**config.mk**
```make
export PLATFORM = sky130hd
export DESIGN_NAME = tcs3200_color_classifier
export DESIGN_NICKNAME = d
export VERILOG_FILES = /design/src/rtl/tcs3200_pkg.sv /design/src/rtl/cs_edge_sync.sv /design/src/rtl/tcs3200_color_classifier.sv
export SDC_FILE = /design/constraint.sdc
export NUM_CORES = 1
export LEC_CHECK = 0
export ABC_AREA = 1
export BUFFER_PORTS_ARGS = -buffer_cell sky130_fd_sc_hd__buf_2
export CAP_MARGIN = 20
export CORE_MARGIN = 4
export CORE_UTILIZATION = 53
export CTS_CLUSTER_DIAMETER = 40
export DETAILED_ROUTE_END_ITERATION = 8
export PLACE_DENSITY = 0.83
export SLEW_MARGIN = 30
export SYNTH_ARGS = -nofsm -noshare
export SYNTH_HDL_FRONTEND = slang
export SYNTH_HIERARCHICAL = 1
export SYNTH_SLANG_ARGS = --single-unit
```
**constraint.sdc**
```tcl
create_clock -name clk_1MHz -period 1.9 [get_ports clk_1MHz]
set_input_delay 0.38 -clock clk_1MHz [delete_from_list [all_inputs] [get_ports clk_1MHz]]
set_output_delay 0.38 -clock clk_1MHz [all_outputs]
set_load 0.1 [all_outputs]
```
**src/rtl/tcs3200_pkg.sv**
```systemverilog
// rtl/tcs3200_pkg.sv - shared filter/colour encodings and FSM state type for the TCS3200 classifier
package tcs3200_pkg;

  typedef enum logic [2:0] {
    ST_IDLE,
    ST_MEAS_G,
    ST_MEAS_R,
    ST_MEAS_B,
    ST_DECIDE
  } state_t;

  // S2S3 photodiode select
  localparam logic [1:0] FILT_RED   = 2'b00;
  localparam logic [1:0] FILT_BLUE  = 2'b01;
  localparam logic [1:0] FILT_CLEAR = 2'b10;
  localparam logic [1:0] FILT_GREEN = 2'b11;

  // Classification result
  localparam logic [1:0] COLOR_NONE  = 2'd0;
  localparam logic [1:0] COLOR_RED   = 2'd1;
  localparam logic [1:0] COLOR_GREEN = 2'd2;
  localparam logic [1:0] COLOR_BLUE  = 2'd3;

  // Filter the sensor must be looking through in each state
  function automatic logic [1:0] filter_for(input state_t s);
    case (s)
      ST_MEAS_G: filter_for = FILT_GREEN;
      ST_MEAS_R: filter_for = FILT_RED;
      ST_MEAS_B: filter_for = FILT_BLUE;
      default:   filter_for = FILT_CLEAR;
    endcase
  endfunction

endpackage

```
**src/rtl/cs_edge_sync.sv**
```systemverilog
// rtl/cs_edge_sync.sv - two-flop synchroniser and registered rising-edge detector for cs_out
module cs_edge_sync (
  input  logic clk_i,
  input  logic rst_ni,
  input  logic cs_i,
  output logic rise_o
);

  logic s1_q, s2_q, s3_q, rise_q;

  // Synchronise the async input, then flag a 0->1 transition one flop later
  always_ff @(posedge clk_i) begin
    if (!rst_ni) begin
      s1_q   <= 1'b0;
      s2_q   <= 1'b0;
      s3_q   <= 1'b0;
      rise_q <= 1'b0;
    end else begin
      s1_q   <= cs_i;
      s2_q   <= s1_q;
      s3_q   <= s2_q;
      rise_q <= s2_q & ~s3_q;
    end
  end

  assign rise_o = rise_q;

endmodule

```
**src/rtl/tcs3200_color_classifier.sv**
```systemverilog
// rtl/tcs3200_color_classifier.sv - sequences G/R/B filter phases, counts cs_out edges and classifies colour
module tcs3200_color_classifier #(
  parameter int PHASE_CYCLES  = 500,
  parameter int WINDOW_CYCLES = 100,
  parameter int CNT_W         = 8,
  parameter int MIN_COUNT     = 2
) (
  input  logic             clk_1MHz,
  input  logic             rst_n,
  input  logic             cs_out,
  input  logic             start,
  input  logic             continuous,
  output logic [1:0]       filter,
  output logic [1:0]       color,
  output logic [CNT_W-1:0] red_count,
  output logic [CNT_W-1:0] green_count,
  output logic [CNT_W-1:0] blue_count,
  output logic             valid,
  output logic             busy,
  output logic             overflow
);

  import tcs3200_pkg::*;

  localparam int PH_W = (PHASE_CYCLES > 1) ? $clog2(PHASE_CYCLES) : 1;
  localparam logic [PH_W-1:0]  PH_LAST   = PH_W'(PHASE_CYCLES - 1);
  localparam logic [PH_W-1:0]  WIN_START = PH_W'(PHASE_CYCLES - WINDOW_CYCLES);
  localparam logic [CNT_W-1:0] CNT_MAX   = {CNT_W{1'b1}};

  state_t           state_q, state_d;
  logic [PH_W-1:0]  phase_q, phase_d;
  logic [CNT_W-1:0] cnt_q, cnt_d;
  logic             sat_q, sat_d;
  logic [CNT_W-1:0] r_q, r_d, g_q, g_d, b_q, b_d;
  logic [1:0]       color_q, color_d;
  logic [CNT_W-1:0] rc_q, rc_d, gc_q, gc_d, bc_q, bc_d;
  logic             ovf_q, ovf_d;
  logic             valid_q, valid_d;

  logic             rise;
  logic [CNT_W-1:0] cnt_next;
  logic             sat_hit;
  logic [1:0]       win_color;
  logic [CNT_W-1:0] win_max;

  cs_edge_sync u_sync (
    .clk_i  (clk_1MHz),
    .rst_ni (rst_n),
    .cs_i   (cs_out),
    .rise_o (rise)
  );

  // Window counter next value: only edges late in the phase count, saturating at all-ones
  always_comb begin
    cnt_next = cnt_q;
    sat_hit  = 1'b0;
    if (rise && (phase_q >= WIN_START)) begin
      if (cnt_q == CNT_MAX) begin
        sat_hit = 1'b1;
      end else begin
        cnt_next = cnt_q + CNT_W'(1);
      end
    end
  end

  // Winner selection: strongest channel, ties favour red, then green
  always_comb begin
    win_color = COLOR_RED;
    win_max   = r_q;
    if ((r_q >= g_q) && (r_q >= b_q)) begin
      win_color = COLOR_RED;
      win_max   = r_q;
    end else if (g_q >= b_q) begin
      win_color = COLOR_GREEN;
      win_max   = g_q;
    end else begin
      win_color = COLOR_BLUE;
      win_max   = b_q;
    end
    if (int'(win_max) < MIN_COUNT) begin
      win_color = COLOR_NONE;
    end
  end

  // Sequencer next-state, phase timing, channel latching and result update
  always_comb begin
    state_d = state_q;
    phase_d = phase_q;
    cnt_d   = cnt_q;
    sat_d   = sat_q;
    r_d     = r_q;
    g_d     = g_q;
    b_d     = b_q;
    color_d = color_q;
    rc_d    = rc_q;
    gc_d    = gc_q;
    bc_d    = bc_q;
    ovf_d   = ovf_q;
    valid_d = 1'b0;

    case (state_q)
      ST_IDLE: begin
        phase_d = '0;
        cnt_d   = '0;
        if (start) begin
          state_d = ST_MEAS_G;
          sat_d   = 1'b0;
        end
      end
      ST_MEAS_G, ST_MEAS_R, ST_MEAS_B: begin
        sat_d = sat_q | sat_hit;
        if (phase_q == PH_LAST) begin
          phase_d = '0;
          cnt_d   = '0;
          case (state_q)
            ST_MEAS_G: begin g_d = cnt_next; state_d = ST_MEAS_R;  end
            ST_MEAS_R: begin r_d = cnt_next; state_d = ST_MEAS_B;  end
            default:   begin b_d = cnt_next; state_d = ST_DECIDE;  end
          endcase
        end else begin
          phase_d = phase_q + PH_W'(1);
          cnt_d   = cnt_next;
        end
      end
      ST_DECIDE: begin
        color_d = win_color;
        rc_d    = r_q;
        gc_d    = g_q;
        bc_d    = b_q;
        ovf_d   = sat_q;
        valid_d = 1'b1;
        phase_d = '0;
        cnt_d   = '0;
        if (continuous) begin
          state_d = ST_MEAS_G;
          sat_d   = 1'b0;
        end else begin
          state_d = ST_IDLE;
        end
      end
      default: begin
        state_d = ST_IDLE;
      end
    endcase
  end

  // State and datapath registers with synchronous active-low reset
  always_ff @(posedge clk_1MHz) begin
    if (!rst_n) begin
      state_q <= ST_IDLE;
      phase_q <= '0;
      cnt_q   <= '0;
      sat_q   <= 1'b0;
      r_q     <= '0;
      g_q     <= '0;
      b_q     <= '0;
      color_q <= COLOR_NONE;
      rc_q    <= '0;
      gc_q    <= '0;
      bc_q    <= '0;
      ovf_q   <= 1'b0;
      valid_q <= 1'b0;
    end else begin
      state_q <= state_d;
      phase_q <= phase_d;
      cnt_q   <= cnt_d;
      sat_q   <= sat_d;
      r_q     <= r_d;
      g_q     <= g_d;
      b_q     <= b_d;
      color_q <= color_d;
      rc_q    <= rc_d;
      gc_q    <= gc_d;
      bc_q    <= bc_d;
      ovf_q   <= ovf_d;
      valid_q <= valid_d;
    end
  end

  assign filter      = filter_for(state_q);
  assign busy        = (state_q != ST_IDLE);
  assign color       = color_q;
  assign red_count   = rc_q;
  assign green_count = gc_q;
  assign blue_count  = bc_q;
  assign overflow    = ovf_q;
  assign valid       = valid_q;

endmodule

```
==> summary.md, run 1 <==
• **syn_nets** 563
• **antenna violations before repair** 0
• **Detailed Route Iter0 Violations** 294
• **worst setup path category** register to register
• **Top cell by count, worst path** nand2_1
• **maximum number of pins on one net before global-route repair** 51
• **arrival time worst endpoint** 2450 ps
• **Slowest cell on crit path** dfxtp_1
• **Max VDD drop** 0.000626 V
• **starting utilization of the core area** 55.6%
• **die extent in y** 93.4 microns
• **buffer depth of the longest clock path** 2
• **number of synthesized flops with an enable pin** 0
• **post-synthesis sequential element count** 77
• **number of max-slew violations in the final report** 0
• **ordered list of cells on the worst path** ha_4 > nand2_4 > inv_1 > nand2_1 > nand2_1 > nand2_2 > nand2_2 > o21ai_0 > nand2_1 > o21ai_0 > nor2_1 > nand2_1 > nand2_1 > a21oi_2
• **count of unique library cells instantiated by Yosys** 37
• **leakage power of the design** 2.24 nW
• **clk sink count** 77
• **xor and xnor area share after synthesis** 1.98%
• **wire per inst** 15.5 microns
• **area used by multi-input combinational logic** 2300 sq um
• **Buffers on Ports** 35
• **total core area** 6940 sq um
• **Post-Synthesis Cell Area** 3860 sq um
• **Place WS** -142 ps
• **kind of cell adding the most delay to the critical path** simple AND/OR/NAND/NOR gates
• **CTS root buffer** clkbuf_8
• **total number of vias** 3905
• **type of the worst min-delay path** primary input to register
• **Final setup violation count** 2
• **max-capacitance violation count** 0
• **Initial DRT Pass Iterations** 5
• **detailed placer's ending HPWL** 6790 microns
• **mean instance size in the synthesized netlist** 7.28 sq um
• **CP max stage delay** 420 ps
• **flip-flop and latch area** 1570 sq um
• **Startpoint Class** register
• **fraction of layout instances using a drive strength above 1** 31.3%
• **prevailing post-synth register cell** dfxtp_1
• **Final Hold Fails** 0
• **Least-Margin Pin Slew** 497 ps
• **failing checks** negative setup slack
• **Final Util** 72.4%
• **antenna violation net count after detailed routing** 0
• **GRT Resource Usage Total** 24.5%
• **achievable clock frequency** 464 MHz
• **Yosys warnings** 6
• **sequential fraction of the synthesis area** 39.9%
• **normalized max-slew margin** 67.1%
• **most frequent standard cell in the layout excluding fill and tap cells** nand2_1
• **clock-pin slew on the worst setup and hold paths** 80 ps
• **later-pin clock latency in the skew report** 370 ps
• **final critical-path setup slack** -256 ps
• **Synth Area in Compound Gates** 19.4%
• **CTS tree** yes
• **placement row count** 30
• **width of the die** 93.4 microns
• **Clock Skews** 10.1 ps
• **Synth async-reset ratio** 0%
• **P per Cell Area** 759 nW/um^2
• **final critical-path required period** 2160 ps
• **accumulated negative setup slack** -491 ps
• **number of H-tree levels** 3
• **count of boundary I/O pins** 36
• **post-synthesis cell count** 531
• **overflow left after global routing** 0
• **RSZ-0062 raised after global routing** true
• **data required time at the worst endpoint** 2200 ps
• **sum of internal, switching and leakage power** 3.82 mW
• **dominant combinational cell family by area after synthesis** simple AND/OR/NAND/NOR gates
• **area growth from synthesis to layout** 30.1%
• **Max Fanout on Critical Path** 5
• **CTS Hold Bufs** 0
• **vias in the first global route** 3657
• **buffers plus inverters on the worst setup path** 1
• **multiplexer share of the synthesized area** 0%
• **final-stage net count** 640
• **simple-gate area share of the yosys netlist** 20.7%
• **post-detailed-route DRC marker count** 0
• **clock buffers created by TritonCTS** 9
• **fill cell count** 493
• **routed via count divided by cell count** 5.51
• **total wirelength of the detailed-routed design** 11000 microns
• **first-pass GRT wire length** 16800 microns
• **adder and majority gate portion of the synthesized area** 8.74%
• **Placer Congestion** 0.914
• **final worst path period share** 113%
• **most used cells in the layout excluding fill and tap cells** 92 x nand2_1, 65 x a21oi_1, 60 x inv_1
• **kind of capture point of the worst setup path** register
• **total die area** 8720 sq um
• **outcome** complete, but fails checks
• **Ant. Diodes** 0
==> worst paths after layout <==
kind | from | end | slack, ps | cells after the start
worst max-delay path | g_q[2]$_SDFFE_PN0P_ | color[1]$_SDFFE_PN0P_ | -260 | 14
worst min-delay path | cs_out | u_sync/s1_q$_SDFF_PN0_ | 200 | 3
worst max register to register | g_q[2]$_SDFFE_PN0P_ | color[1]$_SDFFE_PN0P_ | -260 | 14
worst min register to register | u_sync/s3_q$_SDFF_PN0_ | u_sync/rise_o$_SDFF_PN0_ | 400 | 1
==> tightest hold or removal path, cell delays in order <==
cell     delay, ps
buf_2           70
nand2_1         40
inv_1           40
==> area by class of cell <==
cell class                 count  share of cell area (%)
sequential                    77                    31.3
clock inverter                 5                   0.722
inverter                      77                    5.87
multi-input combinational    363                    45.8
tap                           96                    2.39
timing repair inverter         1                  0.0996
timing repair buffer          79                    11.0
clock buffer                  11                    2.81
==> metrics by stage <==
step	instances	area [sq um]	hold slack (ps)
final	709	5030	195
after global routing	709	5030	212
after CTS	704	4810	189
after detailed placement	684	4400	395
after global placement	684	4400	389
after floorplan	531	3870	384
==> Yosys cell counts (2+ instances only) <==
library cell  count  area share (%)
nor2_1           36             3.5
nand2_2           5            0.81
xnor2_1           2            0.45
a31oi_1           2            0.32
nand2_1         103              10
nor2_2            3            0.49
nor3_2            2            0.52
nand3_2           3            0.78
buf_2             2            0.26
dfxtp_1          77              40
a21oi_1          69             8.9
ha_1             27             8.7
a211oi_1          2            0.39
o21a_1            2            0.39
nand3_1          17             2.2
o21ai_0          50             6.5
buf_4             2            0.39
nand3b_1          2            0.39
inv_1            70             6.8
or2_1             2            0.32
clkbuf_1         11             1.1
o22ai_1           2            0.32
xor2_1            3            0.68
inv_2             5            0.49
clkinv_1          2            0.19
nor3_1            6            0.78
o21ai_1          13             1.7
xor2_2            2            0.84
==> timing repair <==
action / in CTS / in global routing
gates cloned: 1 / 2
buffers inserted: 3 / 3
setup endpoints to repair: 2 / 17
pin swaps: 21 / 16
resized for setup: 49 / 42
==> metal layers <==
layer,vias to the layer above,track usage [%],wire [microns]
li1,1893,-,-
met5,-,0,0
met4,0,12.9,509
met1,1801,29.8,4390
met3,45,4.42,763
met2,166,40.9,5360
==> state kept, by name, summed over array words and instances (netlist names) <==
name           cells
green_count        8
cnt_q              8
u_sync/rise_o      1
blue_count         8
r_q                8
color              2
state_q            3
overflow           1
u_sync/s3_q        1
u_sync/s1_q        1
valid              1
red_count          8
phase_q            9
b_q                8
g_q                8
sat_q              1
u_sync/s2_q        1
==> power by group <==
group          internal, mW  total (mW)  switching [mW]
Combinational         0.194       0.967           0.773
Sequential             1.67        1.72          0.0453
Clock                 0.509        1.13           0.622
Total                  2.38        3.82            1.44
==> cell families after synthesis <==
logic type / after synthesis
XOR/XNOR: 7
flip-flops: 77
buffers and inverters: 93
adder cells (fa/ha/maj): 27
AND/OR/NAND/NOR: 183
AO/OA/AOI/OAI: 144
Note: power is estimated with default switching activity, not from simulation.
==> inputs of run 2 (changes only) <==
==> constraint.sdc (replaced) <==
create_clock -name clk_1MHz -period 1.9 [get_ports clk_1MHz]
set_input_delay 0.38 -clock clk_1MHz [delete_from_list [all_inputs] [get_ports clk_1MHz]]
set_output_delay 0.38 -clock clk_1MHz [all_outputs]
set_load 0.02 [all_outputs]
==> run 2 against run 1 <==
  * The run still ends with negative setup slack left
  * Wire length increased by 5.9%
  * Clock-buffer cell count decreased by 1
  * Die area unchanged
  * Hold slack got worse by 1.2 ps
  * Combinational power decreased by 39%
  * Highest routed layer unchanged
==> summary.md, run 2 (synthesis gave the netlist of run 1 again) <==
• **GRT Resource Usage Total** 24.2%, was 24.5%
• **final critical-path setup slack** -188 ps, was -256 ps
• **Max VDD drop** 0.000465 V, was 0.000626 V
• **count of boundary I/O pins** 36, unchanged
• **Detailed Route Iter0 Violations** 337, was 294
• **switching part of the total power** 32.2%, was 37.7%
• **area growth from synthesis to layout** 31.5%, was 30.1%
• **part of the total power dissipated in combinational logic** 17.2%, was 25.3%
• **achievable clock frequency** 479 MHz, was 464 MHz
• **total core area** 6940 sq um, unchanged
• **first-pass GRT wire length** 16700 microns, was 16800 microns
• **Final Util** 73.2%, was 72.4%
• **total number of vias** 3972, was 3905
• **clock-pin slew on the worst setup and hold paths** 90 ps, was 80 ps
• **wire per inst** 16.3 microns, was 15.5 microns
• **maximum number of pins on one net before global-route repair** 51, unchanged
• **arrival time worst endpoint** 2330 ps, was 2450 ps
• **CTS Hold Bufs** 0, unchanged
• **P per Cell Area** 675 nW/um^2, was 759 nW/um^2
• **antenna violations before repair** 0, unchanged
• **total wirelength of the detailed-routed design** 11700 microns, was 11000 microns
• **final-stage net count** 646, was 640
• **normalized max-slew margin** 69.6%, was 67.1%
• **internal power** 2.32 mW, was 2.38 mW
• **number of max-slew violations in the final report** 0, unchanged
• **buffer depth of the longest clock path** 2, unchanged
• **ordered list of cells on the worst path** ha_4 > nand2_1 > nand2_1 > nor2_1 > nand2_1 > nand2_2 > nand2_4 > buf_6 > nand2_2 > nand2_1 > nand2_1 > nand2_1 > inv_1 > nand2_1 > nor2_1 > nand2_1 > nand2_1 > a21oi_2, was ha_4 > nand2_4 > inv_1 > nand2_1 > nand2_1 > nand2_2 > nand2_2 > o21ai_0 > nand2_1 > o21ai_0 > nor2_1 > nand2_1 > nand2_1 > a21oi_2
• **routed via count divided by cell count** 5.56, was 5.51
• **most used cells in the layout excluding fill and tap cells** 89 x nand2_1, 65 x a21oi_1, 59 x inv_1, was 92 x nand2_1, 65 x a21oi_1, 60 x inv_1
• **clock buffers created by TritonCTS** 9, unchanged
• **placement row count** 30, unchanged
• **most frequent standard cell in the layout excluding fill and tap cells** nand2_1, unchanged
• **Clock Skews** 14.8 ps, was 10.1 ps
• **starting utilization of the core area** 55.6%, unchanged
• **Clock power frac** 32.8%, was 29.7%
• **overflow left after global routing** 0, unchanged
• **width of the die** 93.4 microns, unchanged
• **max-capacitance violation count** 0, unchanged
• **uppermost metal layer occupied by signal nets** met4, unchanged
• **later-pin clock latency in the skew report** 370 ps, about the same
• **Final Hold Fails** 0, unchanged
• **RSZ-0062 raised after global routing** true, unchanged
• **CTS tree** yes, unchanged
• **die extent in y** 93.4 microns, unchanged
• **CTS root buffer** clkbuf_8, unchanged
• **kind of capture point of the worst setup path** register, unchanged
• **number of flip-flops under the largest register name** 9, unchanged
• **post-detailed-route DRC marker count** 0, unchanged
• **clk sink count** 77, unchanged
• **Startpoint Class** register, unchanged
• **number of H-tree levels** 3, unchanged
• **met1 layer wirelength in the final routing** 4650 microns, was 4390 microns
• **detailed placer's ending HPWL** 6890 microns, was 6790 microns
• **sum of internal, switching and leakage power** 3.43 mW, was 3.82 mW
• **final worst path period share** 110%, was 113%
• **data required time at the worst endpoint** 2150 ps, was 2200 ps
• **CP max stage delay** 380 ps, was 420 ps
• **fraction of layout instances using a drive strength above 1** 32.8%, was 31.3%
• **accumulated negative setup slack** -348 ps, was -491 ps
• **Slowest cell on crit path** dfxtp_4, was dfxtp_1
• **type of the worst min-delay path** primary input to register, unchanged
• **Met2 Routed Length** 5710 microns, was 5360 microns
• **Buffers on Ports** 35, unchanged
• **outcome** complete, but fails checks, unchanged
• **Placer Congestion** 0.931, was 0.914
• **leakage power of the design** 2.27 nW, was 2.24 nW
• **worst setup path category** register to register, unchanged
• **wire length on met3** 863 microns, was 763 microns
• **failing checks** negative setup slack, unchanged
• **Ant. Diodes** 0, unchanged
• **proportion of power drawn by flip-flops and latches** 49.9%, was 45.0%
• **Final setup violation count** 2, unchanged
• **final critical-path required period** 2090 ps, was 2160 ps
• **vias in the first global route** 3610, was 3657
• **switching power total** 1.10 mW, was 1.44 mW
• **Top cell by count, worst path** nand2_1, unchanged
• **Place WS** -142 ps, about the same
• **total die area** 8720 sq um, unchanged
• **Least-Margin Pin Slew** 457 ps, was 497 ps
• **Max Fanout on Critical Path** 6, was 5
• **register with the highest flop count** phase_q, unchanged
• **antenna violation net count after detailed routing** 0, unchanged
• **Initial DRT Pass Iterations** 7, was 5
-- run 2: changes by cell type in the layout (fill, tap and decap cells not counted), sizes merged --
cell	change
buf	+10
nand2	-1
clkinvlp	-1
inv	+1
clkbuf	-4
-- run 2: path summary, 6_finish.rpt --
kind	start	to	slack [ps]	depth (start not counted)
setup / recovery	g_q[3]$_SDFFE_PN0P_	color[0]$_SDFFE_PN0P_	-190	18
hold / removal	cs_out	u_sync/s1_q$_SDFF_PN0_	190	3
setup reg to reg	g_q[3]$_SDFFE_PN0P_	color[0]$_SDFFE_PN0P_	-190	18
hold reg to reg	u_sync/s3_q$_SDFF_PN0_	u_sync/rise_o$_SDFF_PN0_	410	1
-- run 2: layout make-up --
class / count / area, sq um
timing repair buffer: 86 / 589
tap: 96 / 120
fill: 529 / 1860
inverter: 77 / 303
timing repair inverter: 1 / 5.00
clock inverter: 5 / 37.5
multi-input combinational: 362 / 2310
sequential: 77 / 1590
clock buffer: 10 / 128
-- run 2: power groups by stage --
stage | Clock, mW | Sequential, mW | Combinational (mW)
after floorplan | 0 | 1.78 | 0.366
after global placement | 0 | 1.75 | 0.573
after detailed placement | 0 | 1.76 | 0.581
after CTS | 1.13 | 1.72 | 0.585
after global routing | 1.20 | 1.73 | 0.653
final | 1.13 | 1.71 | 0.590
-- run 2: critical path, delay by kind of cell, from the launching register on --
family	cells	cell delay, ps
flops	1	380
fa+ha+maj	1	260
simple gates	14	1050
compound gates	1	50
buf+inv	2	200
-- run 2: stage by stage --
step | cells | hold WS [ps] | cell area (sq um)
final | 714 | 194 | 5080
after global placement | 681 | 390 | 4370
after CTS | 698 | 196 | 4660
after detailed placement | 681 | 400 | 4370
after global routing | 714 | 216 | 5080
after floorplan | 531 | 384 | 3860
-- run 2: metal layers --
| layer | up-vias | GRT usage, % |
|---|---|---|
| met5 | - | 0 |
| met4 | 0 | 11.1 |
| met3 | 51 | 5.71 |
| met2 | 185 | 39.8 |
| met1 | 1830 | 29.8 |
| li1 | 1906 | - |
-- run 2: repair_timing --
| action | 4_1_cts | 5_1_grt |
|---|---|---|
| buffers inserted | 2 | 14 |
| pin swaps | 8 | 28 |
| gates resized for setup | 30 | 71 |
| setup endpoints to repair | 2 | 21 |
| cloned | 0 | 2 |
==> inputs of run 3 (changes only) <==
--- a/config.mk
+++ b/config.mk
@@ -5,13 +5,13 @@
 export SDC_FILE = /design/constraint.sdc
 export NUM_CORES = 1
 export LEC_CHECK = 0
-export ABC_AREA = 1
 export BUFFER_PORTS_ARGS = -buffer_cell sky130_fd_sc_hd__buf_2
 export CAP_MARGIN = 20
 export CORE_MARGIN = 4
 export CORE_UTILIZATION = 53
 export CTS_CLUSTER_DIAMETER = 40
 export DETAILED_ROUTE_END_ITERATION = 8
+export GPL_TIMING_DRIVEN = 0
 export PLACE_DENSITY = 0.83
 export SLEW_MARGIN = 30
 export SYNTH_ARGS = -nofsm -noshare
==> run 3 against run 2 <==
  * Largest power group unchanged
  * Highest routed layer unchanged
  * Total power down 15%
  * Critical path type unchanged
  * Global-route usage down 2.4 points
  * Area after synthesis down 3.6%
  * The flow now finishes without violations
  * Sequential power down 5%
==> summary.md, run 3 <==
• **arrival time worst endpoint** 2120 ps, was 2330 ps
• **kind of capture point of the worst setup path** register, unchanged
• **leakage power of the design** 1.74 nW, was 2.27 nW
• **sum of internal, switching and leakage power** 2.91 mW, was 3.43 mW
• **number of max-slew violations in the final report** 0, unchanged
• **number of synthesized flops with an enable pin** 0, unchanged
• **fill cell count** 558, was 529
• **placement row count** 30, unchanged
• **Post-Synthesis Cell Area** 3720 sq um, was 3860 sq um
• **worst setup path category** register to register, unchanged
• **sequential fraction of the synthesis area** 41.4%, was 39.9%
• **count of unique library cells instantiated by Yosys** 56, was 37
• **prevailing post-synth register cell** dfxtp_1, unchanged
• **count of boundary I/O pins** 36, unchanged
• **total die area** 8430 sq um, was 8720 sq um
• **cell types occupying the most area after synthesis** dfxtp_1 41%, ha_1 9.1%, nand2_1 7.0%, a21oi_1 6.0%, nor2_1 3.3%, was dfxtp_1 40%, nand2_1 10%, a21oi_1 8.9%, ha_1 8.7%, inv_1 6.8%
• **most frequent cell after synthesis** dfxtp_1, was nand2_1
• **overflow left after global routing** 0, unchanged
• **maximum number of pins on one net before global-route repair** 13, was 51
• **CTS tree** yes, unchanged
• **P per Cell Area** 650 nW/um^2, was 675 nW/um^2
• **final-stage net count** 523, was 646
• **Max Fanout on Critical Path** 3, was 6
• **Clock Skews** 8.97 ps, was 14.8 ps
• **type of the worst min-delay path** primary input to register, unchanged
• **mean instance size in the synthesized netlist** 8.62 sq um, was 7.28 sq um
• **first-pass GRT wire length** 14700 microns, was 16700 microns
• **Initial DRT Pass Iterations** 6, was 7
• **final critical-path required period** 1840 ps, was 2090 ps
• **register with the highest flop count** phase_q, unchanged
• **antenna violation net count after detailed routing** 0, unchanged
• **list of most frequent post-synthesis cells** 77 x dfxtp_1, 69 x nand2_1, 45 x a21oi_1, 33 x nor2_1, 27 x ha_1, was 103 x nand2_1, 77 x dfxtp_1, 70 x inv_1, 69 x a21oi_1, 50 x o21ai_0
• **total core area** 6790 sq um, was 6940 sq um
• **Least-Margin Pin Slew** 490 ps, was 457 ps
• **routed via count divided by cell count** 5.73, was 5.56
• **data required time at the worst endpoint** 2180 ps, was 2150 ps
• **count of placed standard cells including taps** 563, was 681
• **total number of vias** 3394, was 3972
• **Final setup violation count** 0, was 2
• **syn_nets** 464, was 563
• **most frequent standard cell in the layout excluding fill and tap cells** nand2_1, unchanged
• **CTS root buffer** clkbuf_8, unchanged
• **Synth async-reset ratio** 0%, unchanged
• **Synth top area share** 41.4%, was 39.9%
• **Final Hold Fails** 0, unchanged
• **wire per inst** 15.6 microns, was 16.3 microns
• **clock-pin slew on the worst setup and hold paths** 80 ps, was 90 ps
• **starting utilization of the core area** 54.8%, was 55.6%
• **GRT Resource Usage Total** 21.8%, was 24.2%
• **Ant. Diodes** 0, unchanged
• **number of flip-flops under the largest register name** 9, unchanged
• **clock buffers created by TritonCTS** 9, unchanged
• **normalized max-slew margin** 67.4%, was 69.6%
• **die extent in y** 91.8 microns, was 93.4 microns
• **post-synthesis sequential element count** 77, unchanged
• **total wirelength of the detailed-routed design** 9230 microns, was 11700 microns
• **Placer Congestion** 0.879, was 0.931
• **fraction of layout instances using a drive strength above 1** 28.0%, was 32.8%
• **number of H-tree levels** 3, unchanged
• **vias in the first global route** 3245, was 3610
• **most used cells in the layout excluding fill and tap cells** 68 x nand2_1, 60 x dfxtp_1, 44 x a21oi_1, was 89 x nand2_1, 65 x a21oi_1, 59 x inv_1
• **outcome** complete, no violations, was complete, but fails checks
• **post-synthesis cell count** 432, was 531
• **Detailed Route Iter0 Violations** 236, was 337
• **Yosys warnings** 6, unchanged
• **buffer depth of the longest clock path** 2, unchanged
• **area growth from synthesis to layout** 20.5%, was 31.5%
• **Max VDD drop** 0.000467 V, was 0.000465 V
• **later-pin clock latency in the skew report** 350 ps, was 370 ps
• **cell accounting for the most synthesized area** dfxtp_1, unchanged
• **max-capacitance violation count** 0, unchanged
• **final worst path period share** 96.6%, was 110%
• **area used by multi-input combinational logic** 2120 sq um, was 2310 sq um
• **clk sink count** 77, unchanged
• **Startpoint Class** register, unchanged
• **achievable clock frequency** 545 MHz, was 479 MHz
• **post-detailed-route DRC marker count** 0, unchanged
• **antenna violations before repair** 0, unchanged
• **width of the die** 91.8 microns, was 93.4 microns
• **count of placed standard cells in the final layout, fillers left out** 592, was 714
• **flip-flop and latch area** 1580 sq um, was 1590 sq um
• **detailed placer's ending HPWL** 6510 microns, was 6890 microns
• **Buffers on Ports** 35, unchanged
• **Final Util** 66.0%, was 73.2%
## run 3: cell types whose count changed in the layout (fill, tap and decap cells not counted), sizes merged, moves of 7 or more
cell,delta
a21oi,-18
buf,-31
clkbuf,+17
inv,-55
mux2i,+7
nand2,-39
nand3,-10
o21ai,-39
## run 3: routing by layer
metal / up-vias / GRT usage (%) / wire (microns)
li1: 1644 / - / -
met1: 1606 / 25.3 / 3970
met4: 0 / 10.6 / 245
met3: 26 / 5.25 / 503
met5: - / 0 / 0
met2: 118 / 37.6 / 4510
## run 3: path summary, 6_finish.rpt
path                          start                      to  slack [ps]  cells after the start
max             b_q[2]$_SDFFE_PN0P_   color[0]$_SDFFE_PN0P_          60                      8
max reg2reg     b_q[2]$_SDFFE_PN0P_   color[0]$_SDFFE_PN0P_          60                      8
min reg2reg  u_sync/s1_q$_SDFF_PN0_  u_sync/s2_q$_SDFF_PN0_         450                      1
min                          cs_out  u_sync/s1_q$_SDFF_PN0_         240                      2
## run 3: area by class of cell
cell class	count	share of cell area, %
buffer	19	2.40
timing repair buffer	49	6.25
inverter	21	1.76
clock buffer	14	4.07
sequential	77	35.2
tap	96	2.68
multi-input combinational	314	47.3
clock inverter	2	0.335
## run 3: metrics by stage
| stage | setup TNS (ps) | hold WS, ps | worst slack [ps] | instance area (sq um) |
|---|---|---|---|---|
| after detailed placement | -3510 | 433 | -183 | 4020 |
| after CTS | -9.11 | 231 | -9.11 | 4300 |
| final | 0 | 242 | 64.1 | 4490 |
| after floorplan | 0 | 420 | 116 | 3720 |
| after global routing | -10.3 | 242 | -5.93 | 4490 |
| after global placement | -1740 | 426 | -104 | 4020 |
## run 3: kinds of logic after synthesis
kind of cell / after synthesis / synth area share, %
compound gates: 109 / 18.4
xor+xnor: 6 / 1.41
fa+ha+maj: 27 / 9.07
buf+inv: 41 / 4.91
flops: 77 / 41.4
mux: 11 / 3.09
simple gates: 161 / 21.7
## run 3: where the power goes
| part | switching [mW] | total (mW) | internal [mW] |
|---|---|---|---|
| Sequential | 0.00725 | 1.62 | 1.61 |
| Combinational | 0.0686 | 0.0989 | 0.0303 |
| Clock | 0.578 | 1.20 | 0.618 |
| Total | 0.654 | 2.91 | 2.26 |
## run 3: worst max-delay path, cell delays in order (launching register included)
cell and delay [ps]:
dfxtp_2 340, inv_1 90, ha_1 280, o211ai_1 90
a21oi_1 140, o221ai_1 140, a22o_1 290, a211o_1 240
a31oi_1 160
## run 3: repair_timing
action	in CTS	in global routing
gates resized for setup	16	41
endpoints found under the setup margin	51	53
setup buffers	6	8
hold buffers	0	0
endpoints found under the hold margin	0	0
pin swaps	3	11
